===== src/rtl/hazard_pkg.sv =====
// hazard_pkg: shared state encoding and constants for the pipeline hazard controller
package hazard_pkg;
  typedef enum logic [1:0] {RUN, MEM_WAIT, ERR} state_e;
  localparam logic [4:0] REG_ZERO = 5'd0;
  localparam int PERF_W = 32;
endpackage


===== src/rtl/pipeline_hazard_ctrl_if.sv =====
// pipeline_hazard_ctrl_if: decoded pipeline control bits in, stage enables/flushes and status out
interface pipeline_hazard_ctrl_if;
  import hazard_pkg::*;
  logic [4:0] id_rs1, id_rs2, ex_rd;
  logic ex_memread, ex_redirect, mem_req, mem_ready;
  logic pc_write, if_id_write, if_id_flush, id_ex_write, id_ex_flush;
  logic ex_mem_write, mem_wb_write, mem_err;
  logic [PERF_W-1:0] stall_cycles, redirect_count;
  modport master (
    output id_rs1, id_rs2, ex_rd, ex_memread, ex_redirect, mem_req, mem_ready,
    input  pc_write, if_id_write, if_id_flush, id_ex_write, id_ex_flush,
           ex_mem_write, mem_wb_write, mem_err, stall_cycles, redirect_count
  );
  modport slave (
    input  id_rs1, id_rs2, ex_rd, ex_memread, ex_redirect, mem_req, mem_ready,
    output pc_write, if_id_write, if_id_flush, id_ex_write, id_ex_flush,
           ex_mem_write, mem_wb_write, mem_err, stall_cycles, redirect_count
  );
endinterface


===== src/rtl/hazard_wait_timer.sv =====
// hazard_wait_timer: saturating count of consecutive memory-wait cycles, flags the last allowed one
module hazard_wait_timer #(
  parameter int WAIT_TIMEOUT = 16
) (
  input  logic clk,
  input  logic reset,
  input  logic clr,
  input  logic en,
  output logic expire
);
  logic [15:0] cnt_q, cnt_d;
  // clear wins over count; the count sticks at all-ones instead of wrapping
  always_comb cnt_d = clr ? '0 : (en && cnt_q != '1) ? cnt_q + 16'd1 : cnt_q;
  // timer register
  always_ff @(posedge clk or posedge reset)
    if (reset) cnt_q <= '0;
    else cnt_q <= cnt_d;
  assign expire = cnt_q == 16'(WAIT_TIMEOUT - 1);
endmodule


===== src/rtl/pipeline_hazard_ctrl.sv =====
// pipeline_hazard_ctrl: stall/flush sequencing for the 5-stage core; HAZARD_PERF_EN adds perf counters
module pipeline_hazard_ctrl
  import hazard_pkg::*;
#(
  parameter int WAIT_TIMEOUT = 16
) (
  input logic clk,
  input logic reset,
  pipeline_hazard_ctrl_if.slave bus
);
  state_e state_q, state_d;
  logic freeze, redirect, load_use, expire;
  hazard_wait_timer #(.WAIT_TIMEOUT(WAIT_TIMEOUT)) u_timer (
    .clk(clk), .reset(reset), .clr(state_q != MEM_WAIT), .en(state_q == MEM_WAIT), .expire(expire)
  );
  // priority: freeze over redirect over load-use; a held redirect simply waits out the freeze
  always_comb begin
    freeze = state_q == ERR || (bus.mem_req && !bus.mem_ready);
    redirect = !freeze && bus.ex_redirect;
    load_use = !freeze && !redirect && bus.ex_memread && bus.ex_rd != REG_ZERO &&
               (bus.ex_rd == bus.id_rs1 || bus.ex_rd == bus.id_rs2);
    state_d = state_q == ERR ? ERR :
              state_q == MEM_WAIT ? (bus.mem_ready ? RUN : expire ? ERR : MEM_WAIT) :
              (bus.mem_req && !bus.mem_ready) ? MEM_WAIT : RUN;
  end
  // state register; ERR only leaves through reset
  always_ff @(posedge clk or posedge reset)
    if (reset) state_q <= RUN;
    else state_q <= state_d;
  assign bus.pc_write     = !freeze && !load_use;
  assign bus.if_id_write  = !freeze && !load_use;
  assign bus.id_ex_write  = !freeze;
  assign bus.ex_mem_write = !freeze;
  assign bus.mem_wb_write = !freeze;
  assign bus.if_id_flush  = redirect;
  assign bus.id_ex_flush  = redirect || load_use;
  assign bus.mem_err      = state_q == ERR;
`ifdef HAZARD_PERF_EN
  logic [PERF_W-1:0] stall_q, stall_d, redir_q, redir_d;
  // wrapping event counters
  always_comb begin
    stall_d = bus.pc_write ? stall_q : stall_q + 1'b1;
    redir_d = redirect ? redir_q + 1'b1 : redir_q;
  end
  // counter registers
  always_ff @(posedge clk or posedge reset)
    if (reset) begin
      stall_q <= '0;
      redir_q <= '0;
    end else begin
      stall_q <= stall_d;
      redir_q <= redir_d;
    end
  assign bus.stall_cycles   = stall_q;
  assign bus.redirect_count = redir_q;
`else
  assign bus.stall_cycles   = '0;
  assign bus.redirect_count = '0;
`endif
endmodule


===== src/flat_wrapper.sv =====
// flat-port wrapper written by rule: the top's interface ports become plain ports
module pipeline_hazard_ctrl_flat import hazard_pkg::*;
#(
  parameter int WAIT_TIMEOUT = 16
)
  (clk, reset, bus_id_rs1, bus_id_rs2, bus_ex_rd, bus_ex_memread, bus_ex_redirect, bus_mem_req, bus_mem_ready, bus_pc_write, bus_if_id_write, bus_if_id_flush, bus_id_ex_write, bus_id_ex_flush, bus_ex_mem_write, bus_mem_wb_write, bus_mem_err, bus_stall_cycles, bus_redirect_count);
  pipeline_hazard_ctrl_if bus_i ();
  input logic clk;
  input logic reset;
  input wire logic [$bits(bus_i.id_rs1)-1:0] bus_id_rs1;
  input wire logic [$bits(bus_i.id_rs2)-1:0] bus_id_rs2;
  input wire logic [$bits(bus_i.ex_rd)-1:0] bus_ex_rd;
  input wire logic [$bits(bus_i.ex_memread)-1:0] bus_ex_memread;
  input wire logic [$bits(bus_i.ex_redirect)-1:0] bus_ex_redirect;
  input wire logic [$bits(bus_i.mem_req)-1:0] bus_mem_req;
  input wire logic [$bits(bus_i.mem_ready)-1:0] bus_mem_ready;
  output wire logic [$bits(bus_i.pc_write)-1:0] bus_pc_write;
  output wire logic [$bits(bus_i.if_id_write)-1:0] bus_if_id_write;
  output wire logic [$bits(bus_i.if_id_flush)-1:0] bus_if_id_flush;
  output wire logic [$bits(bus_i.id_ex_write)-1:0] bus_id_ex_write;
  output wire logic [$bits(bus_i.id_ex_flush)-1:0] bus_id_ex_flush;
  output wire logic [$bits(bus_i.ex_mem_write)-1:0] bus_ex_mem_write;
  output wire logic [$bits(bus_i.mem_wb_write)-1:0] bus_mem_wb_write;
  output wire logic [$bits(bus_i.mem_err)-1:0] bus_mem_err;
  output wire logic [$bits(bus_i.stall_cycles)-1:0] bus_stall_cycles;
  output wire logic [$bits(bus_i.redirect_count)-1:0] bus_redirect_count;
  assign bus_i.id_rs1 = bus_id_rs1;
  assign bus_i.id_rs2 = bus_id_rs2;
  assign bus_i.ex_rd = bus_ex_rd;
  assign bus_i.ex_memread = bus_ex_memread;
  assign bus_i.ex_redirect = bus_ex_redirect;
  assign bus_i.mem_req = bus_mem_req;
  assign bus_i.mem_ready = bus_mem_ready;
  assign bus_pc_write = bus_i.pc_write;
  assign bus_if_id_write = bus_i.if_id_write;
  assign bus_if_id_flush = bus_i.if_id_flush;
  assign bus_id_ex_write = bus_i.id_ex_write;
  assign bus_id_ex_flush = bus_i.id_ex_flush;
  assign bus_ex_mem_write = bus_i.ex_mem_write;
  assign bus_mem_wb_write = bus_i.mem_wb_write;
  assign bus_mem_err = bus_i.mem_err;
  assign bus_stall_cycles = bus_i.stall_cycles;
  assign bus_redirect_count = bus_i.redirect_count;
  pipeline_hazard_ctrl #(.WAIT_TIMEOUT(WAIT_TIMEOUT)) u_core (.clk(clk), .reset(reset), .bus(bus_i));
endmodule

===== config.mk =====
export PLATFORM = sky130hd
export DESIGN_NAME = pipeline_hazard_ctrl_flat
export DESIGN_NICKNAME = d
export VERILOG_FILES = /design/src/rtl/hazard_pkg.sv /design/src/rtl/pipeline_hazard_ctrl_if.sv /design/src/rtl/hazard_wait_timer.sv /design/src/rtl/pipeline_hazard_ctrl.sv /design/src/flat_wrapper.sv
export SDC_FILE = /design/constraint.sdc
export NUM_CORES = 1
export LEC_CHECK = 0
export CORE_MARGIN = 2
export CORE_UTILIZATION = 40
export DETAILED_ROUTE_END_ITERATION = 6
export PLACE_DENSITY = 0.92
export SLEW_MARGIN = 20
export SYNTH_ARGS = -nofsm -noshare
export SYNTH_HDL_FRONTEND = slang
export SYNTH_SLANG_ARGS = --single-unit

===== constraint.sdc =====
create_clock -name clk -period 3.4 [get_ports clk]
set_clock_uncertainty 0.05 [all_clocks]
set_input_delay 0.34 -clock clk [delete_from_list [all_inputs] [get_ports clk]]
set_output_delay 0.34 -clock clk [all_outputs]
set_load 0.1 [all_outputs]

# ---- Yosys cells after proc, flatten, opt, wreduce, memory -nomap -nowiden
# Cells that the tools add are included.
dict set report totals {
  input_bits 21
  regBits 18
  elab_cells 34
}
dict set report op_classes {
  mux 7
  n_reduce_logical 17
  eq_ne 7
  addsub 1
}
# cell count
set ops {}
lappend ops {{$mux W16} 2}
lappend ops {{$add A16 B1 Y16 const B} 1}
lappend ops {{$eq A16 B4 Y1 const B} 1}
lappend ops {{$ne A16 B16 Y1 const B} 1}
lappend ops {{$eq A5 B5 Y1} 2}
lappend ops {{$logic_and A1 B1 Y1} 8}
lappend ops {{$mux W2} 4}
lappend ops {{$reduce_bool A5 Y1} 1}
lappend ops {{$logic_not A1 Y1} 4}
lappend ops {{$logic_or A1 B1 Y1} 3}
lappend ops {{$eq A2 B1 Y1 const B} 1}
lappend ops {{$eq A2 B2 Y1 const B} 1}
lappend ops {{$ne A2 B1 Y1 const B} 1}
lappend ops {{$reduce_bool A2 Y1} 1}
lappend ops {{$mux W1} 1}

# ---- Longest topological paths before layout
dict set report logic_depth {
  ltp_word 12
  ltp_mapped 6
  mapped_depth_nobuf 5
}

# ---- Hierarchy
# From an unflattened synthesis, not the netlist that was laid out.
dict set report hier_totals {
  cells_unflattened 197
  hier_area_um2 1727.9
}
# module cells_each n_inst area_per_inst_um2
set by_module_without_submodules {}
lappend by_module_without_submodules {hazard_wait_timer 94 1 938.4}
lappend by_module_without_submodules {pipeline_hazard_ctrl 103 1 789.5}

# ---- Least setup slack after synthesis
# No wires, ideal clock.
dict set report synth_path {
  kind {flip-flop to output port}
  startpoint {register u_core.state_q[0]}
  endpoint {output bus_id_ex_flush}
  t_arrival_ps 4550
  stages_incl_launch_ff 5
  path_slack_ps -1540
  path_cell_list {dfrtp_1 -> nor2b_1 -> a21oi_1 -> and2_1 -> o21bai_1}
}
dict set report synth_between {
  elab_chain_cells 10
}
# element line
set synth_lines {}
lappend synth_lines {{start: declaration} pipeline_hazard_ctrl.sv:11} ;# state_e state_q, state_d;
lappend synth_lines {{start signal: assignment} pipeline_hazard_ctrl.sv:29} ;# else state_q <= state_d;
lappend synth_lines {{$eq A2 B2 Y1 *} -}
lappend synth_lines {{named net bus_mem_err} flat_wrapper.sv:24} ;# output wire logic [$bits(bus_i.mem_err)-1:0] bus_mem_err;
lappend synth_lines {{$logic_or A1 B1 Y1 *} pipeline_hazard_ctrl.sv:18} ;# freeze = state_q == ERR || (bus.mem_req && !bus.mem_ready);
lappend synth_lines {{$logic_not A1 Y1 *} {pipeline_hazard_ctrl.sv:19, pipeline_hazard_ctrl.sv:20}}
lappend synth_lines {{named net bus_ex_mem_write} flat_wrapper.sv:22} ;# output wire logic [$bits(bus_i.ex_mem_write)-1:0] bus_ex_mem_write;
lappend synth_lines {{$logic_and A1 B1 Y1 *} pipeline_hazard_ctrl.sv:19} ;# redirect = !freeze && bus.ex_redirect;
lappend synth_lines {{named net bus_if_id_flush} flat_wrapper.sv:19} ;# output wire logic [$bits(bus_i.if_id_flush)-1:0] bus_if_id_flush;
lappend synth_lines {{$logic_not A1 Y1} pipeline_hazard_ctrl.sv:20} ;# load_use = !freeze && !redirect && bus.ex_memread && bus.ex_rd != REG_ZERO &&
lappend synth_lines {{$logic_and A1 B1 Y1 (4 in a row)} pipeline_hazard_ctrl.sv:20}
lappend synth_lines {{$logic_or A1 B1 Y1 *} pipeline_hazard_ctrl.sv:36} ;# assign bus.id_ex_flush = redirect || load_use;
lappend synth_lines {{end: declaration} flat_wrapper.sv:21} ;# output wire logic [$bits(bus_i.id_ex_flush)-1:0] bus_id_ex_flush;
# Mark *: on every way through the listed nets, which the timed path passes. The rest lies on a longest branch.

# ---- Worst setup path after layout
dict set report layout_path {
  startpoint {input bus_ex_rd[1]}
  endpoint {output bus_if_id_write}
}
dict set report layout_between {
  elab_chain_cells 5
  word_cells_on_any_way 8
  cone_classes {eq/ne: 2; reduce/logical: 6}
}
# element line
set layout_lines {}
lappend layout_lines {{start: declaration} flat_wrapper.sv:12} ;# input wire logic [$bits(bus_i.ex_rd)-1:0] bus_ex_rd;
lappend layout_lines {{$eq A5 B5 Y1 or $reduce_bool A5 Y1 (tied branches)} {pipeline_hazard_ctrl.sv:21, pipeline_hazard_ctrl.sv:20}}
lappend layout_lines {{$logic_or A1 B1 Y1 or $logic_and A1 B1 Y1 (tied branches)} {pipeline_hazard_ctrl.sv:21, pipeline_hazard_ctrl.sv:20}}
lappend layout_lines {{$logic_and A1 B1 Y1 *} pipeline_hazard_ctrl.sv:20}
lappend layout_lines {{$logic_not A1 Y1 *} pipeline_hazard_ctrl.sv:31} ;# assign bus.if_id_write = !freeze && !load_use;
lappend layout_lines {{$logic_and A1 B1 Y1 *} pipeline_hazard_ctrl.sv:31}
lappend layout_lines {{end: declaration} flat_wrapper.sv:18} ;# output wire logic [$bits(bus_i.if_id_write)-1:0] bus_if_id_write;
# Every way passes the cells marked *; elsewhere a longest branch is shown, timed or not.

==> metrics <==
I/O Buffers=28; commonest cells after routing, fill and taps aside=64 x conb_1, 20 x nand2_1, 20 x clkdlybuf4s50_1, 18 x dfrtp_1, 11 x xor2_1; CP Capture Type=primary output; Post-synth top flop=dfrtp_1; Finished Core Util=43.5%; setup violators final=0; Via Count=1366; Final Max Slew Viols=0; Max-cap violations=0; first-pass GRT wire length=4.99 mm; CP Class=in -> out; CP startpoint kind=primary input; # nets final=256; pwr dens=436 nW/um2; internal power=0.000363 W; Post-CTS Hold Fix Bufs=0; wire per inst=11.3 um; cell area after synthesis=1780 um2; Critical Path Sink=bus_if_id_write; most common cell after layout, fill and taps aside=conb_1; Final ANT Viol Nets=0; Max clock buf depth=2; Starting Density=41.1%; maximum vdd drop=0.261 mV; Max FO, Critical Path=3; CP Data Required Time=3010 ps; routability cong.=0.826; Skew-Pair Late Insertion Delay=260 ps; core outline area=4320 um2; largest net degree at the start of global routing=19; combinational group share of total power=51.4%; gr ovfl total=0; post-synthesis cell type count=45; Vias/cell=4.79; power share of the clock group=21.7%; number of enable flip-flop cells after synthesis=0; Post-CTS Setup Inserts=0; Fmax=0.408 GHz; dpl hpwl=2.47 mm; Initial DRC Count=20; DRC Markers=0; hold_ws=435 ps; R2R Path End=u_core.u_timer.cnt_q[9]; Fillers=410; register bit total from synthesis=18; Post-CTS Resized=0; Post-synth ARST share=100%; worst relative slew slack=37.6%; Tmin final=2450 ps; reg2reg setup slack=1120 ps; 1st-pass router iterations=4; switch share=55.8%; sequential area share after synthesis=25.4%; CTS tree=done; period utilization=72.1%; placed instance area=1830 um2; worst hold-check path type=in -> async; clock sinks=18; setup TNS=0 ps; Post-Synthesis Cells=210; Die ar.=4990 um2; die width=70.6 um; Total GRT Usage=12.0%; Seq pwr share=26.8%; FF-to-FF path depth=5; root buf cell=clkbuf_8; clock buffers created by TritonCTS=3; ANT cells=0; Hold Vio Cnt, Final=0; chip height=70.6 um; Worst Path Arrival=2060 ps; initial antenna violation count=0; Synth Area per Inst=8.45 um2; Finished Cell Area=1880 um2; RSZ-0062 raised after global routing=no; synth warn=0; share of layout cells above drive strength 1=11.6%; clk slew on worst S/H paths=80 ps; vias in the first global route=1159; CP startpoint=bus_ex_rd[1]; Layout Area Growth over Synthesis=5.99%; switching power of the nets=0.000458 W; # rows=24; Pleak=0.843 nW; H-tree level count=1; status=completed; Detailed Route WL=3.21 mm; Worst-Margin Slew=929 ps; FF-to-FF Start=u_core.u_timer.cnt_q[0]; Ports=93
==> logic make-up (layout without fill, tap and decap cells) <==
kind of cell             after synthesis  count (layout)  synth area share, %
multiplexers                           6               6                 3.38
other                                  1              64                0.211
adder cells (fa/ha/maj)                1               1                0.705
XOR/XNOR                              11              11                 5.43
AND/OR/NAND/NOR                       62              62                 19.7
flip-flops                            18              18                 25.4
buffers and inverters                 77              37                 31.0
AO/OA/AOI/OAI                         34              34                 14.2
==> layer usage <==
| metal | track usage, % | vias up | wire length (um) |
|---|---|---|---|
| li1 | - | 647 | - |
| met4 | 6.50 | 0 | 68 |
| met1 | 15.2 | 637 | 1320 |
| met2 | 20.6 | 76 | 1590 |
| met5 | 0 | - | 0 |
| met3 | 0.570 | 6 | 229 |
==> critical path, cell delays in order <==
cell             delay (ps)
clkdlybuf4s50_1         470
or4_1                   570
o21ai_0                 190
o31a_1                  180
buf_4                   300
==> state kept, by name (all words and copies together) (netlist names) <==
register	cells
u_core.state_q	2
u_core.u_timer.cnt_q	16
==> layout make-up <==
class	instances	area [um2]	share of cell area, %
multi-input cells	178	1030	54.7
flip-flops and latches	18	450	23.9
well taps	52	65.1	3.46
inverters	4	15.0	0.798
repair buffers	29	268	14.2
clock buffers	4	55.1	2.93
==> stage by stage <==
stage | worst slack [ps] | cells | total power, W
finish | 949 | 285 | 0.000821
global route | 900 | 285 | 0.000844
CTS | 950 | 285 | 0.000824
detailed placement | 955 | 281 | 0.000646
global placement | 1030 | 281 | 0.000643
floorplan | 105 | 273 | 0.000662
==> how the worst min path moves through the flow <==
stage | cells after the start | slack (ps) | to
global route | 2 | 520 | u_core.u_timer.cnt_q[14]
CTS | 2 | 460 | u_core.u_timer.cnt_q[0]
global placement | 1 | 490 | u_core.u_timer.cnt_q[15]
finish | 2 | 440 | u_core.u_timer.cnt_q[15]
detailed placement | 1 | 490 | u_core.u_timer.cnt_q[15]
floorplan | 1 | 230 | u_core.state_q[0]
==> cell usage after synthesis (2+ instances only) <==
cell type  number  area share (%)
nand2b_1        5             1.8
nand4_2         2             1.4
dfrtp_1        18              25
o21bai_1        2            0.85
xor2_1         11             5.4
nand3_1         5             1.4
nor2_1          8             1.7
o21ai_1         3            0.85
a211oi_1        5             2.1
or2_2           2            0.70
inv_1           4            0.85
a31oi_1         2            0.70
clkbuf_1        3            0.63
nor4_1          5             1.8
o21ai_0         3            0.85
buf_4          67              28
nor2b_1         2            0.70
a2111o_1        3             1.9
mux2i_1         6             3.4
o31a_1          2            0.99
a21oi_1         5             1.4
nand2_1        20             4.2
nand4_1         2            0.70
nor3_1          4             1.1
==> power by group through the flow <==
stage	clock network (W)	logic, W	registers (W)
after floorplan	0	0.000438	0.000223
after global placement	0	0.000419	0.000224
after detailed placement	0	0.000422	0.000224
after CTS	0.000183	0.000422	0.000220
after global routing	0.000190	0.000433	0.000220
final	0.000179	0.000422	0.000220
(Power assumes the default switching activity.)
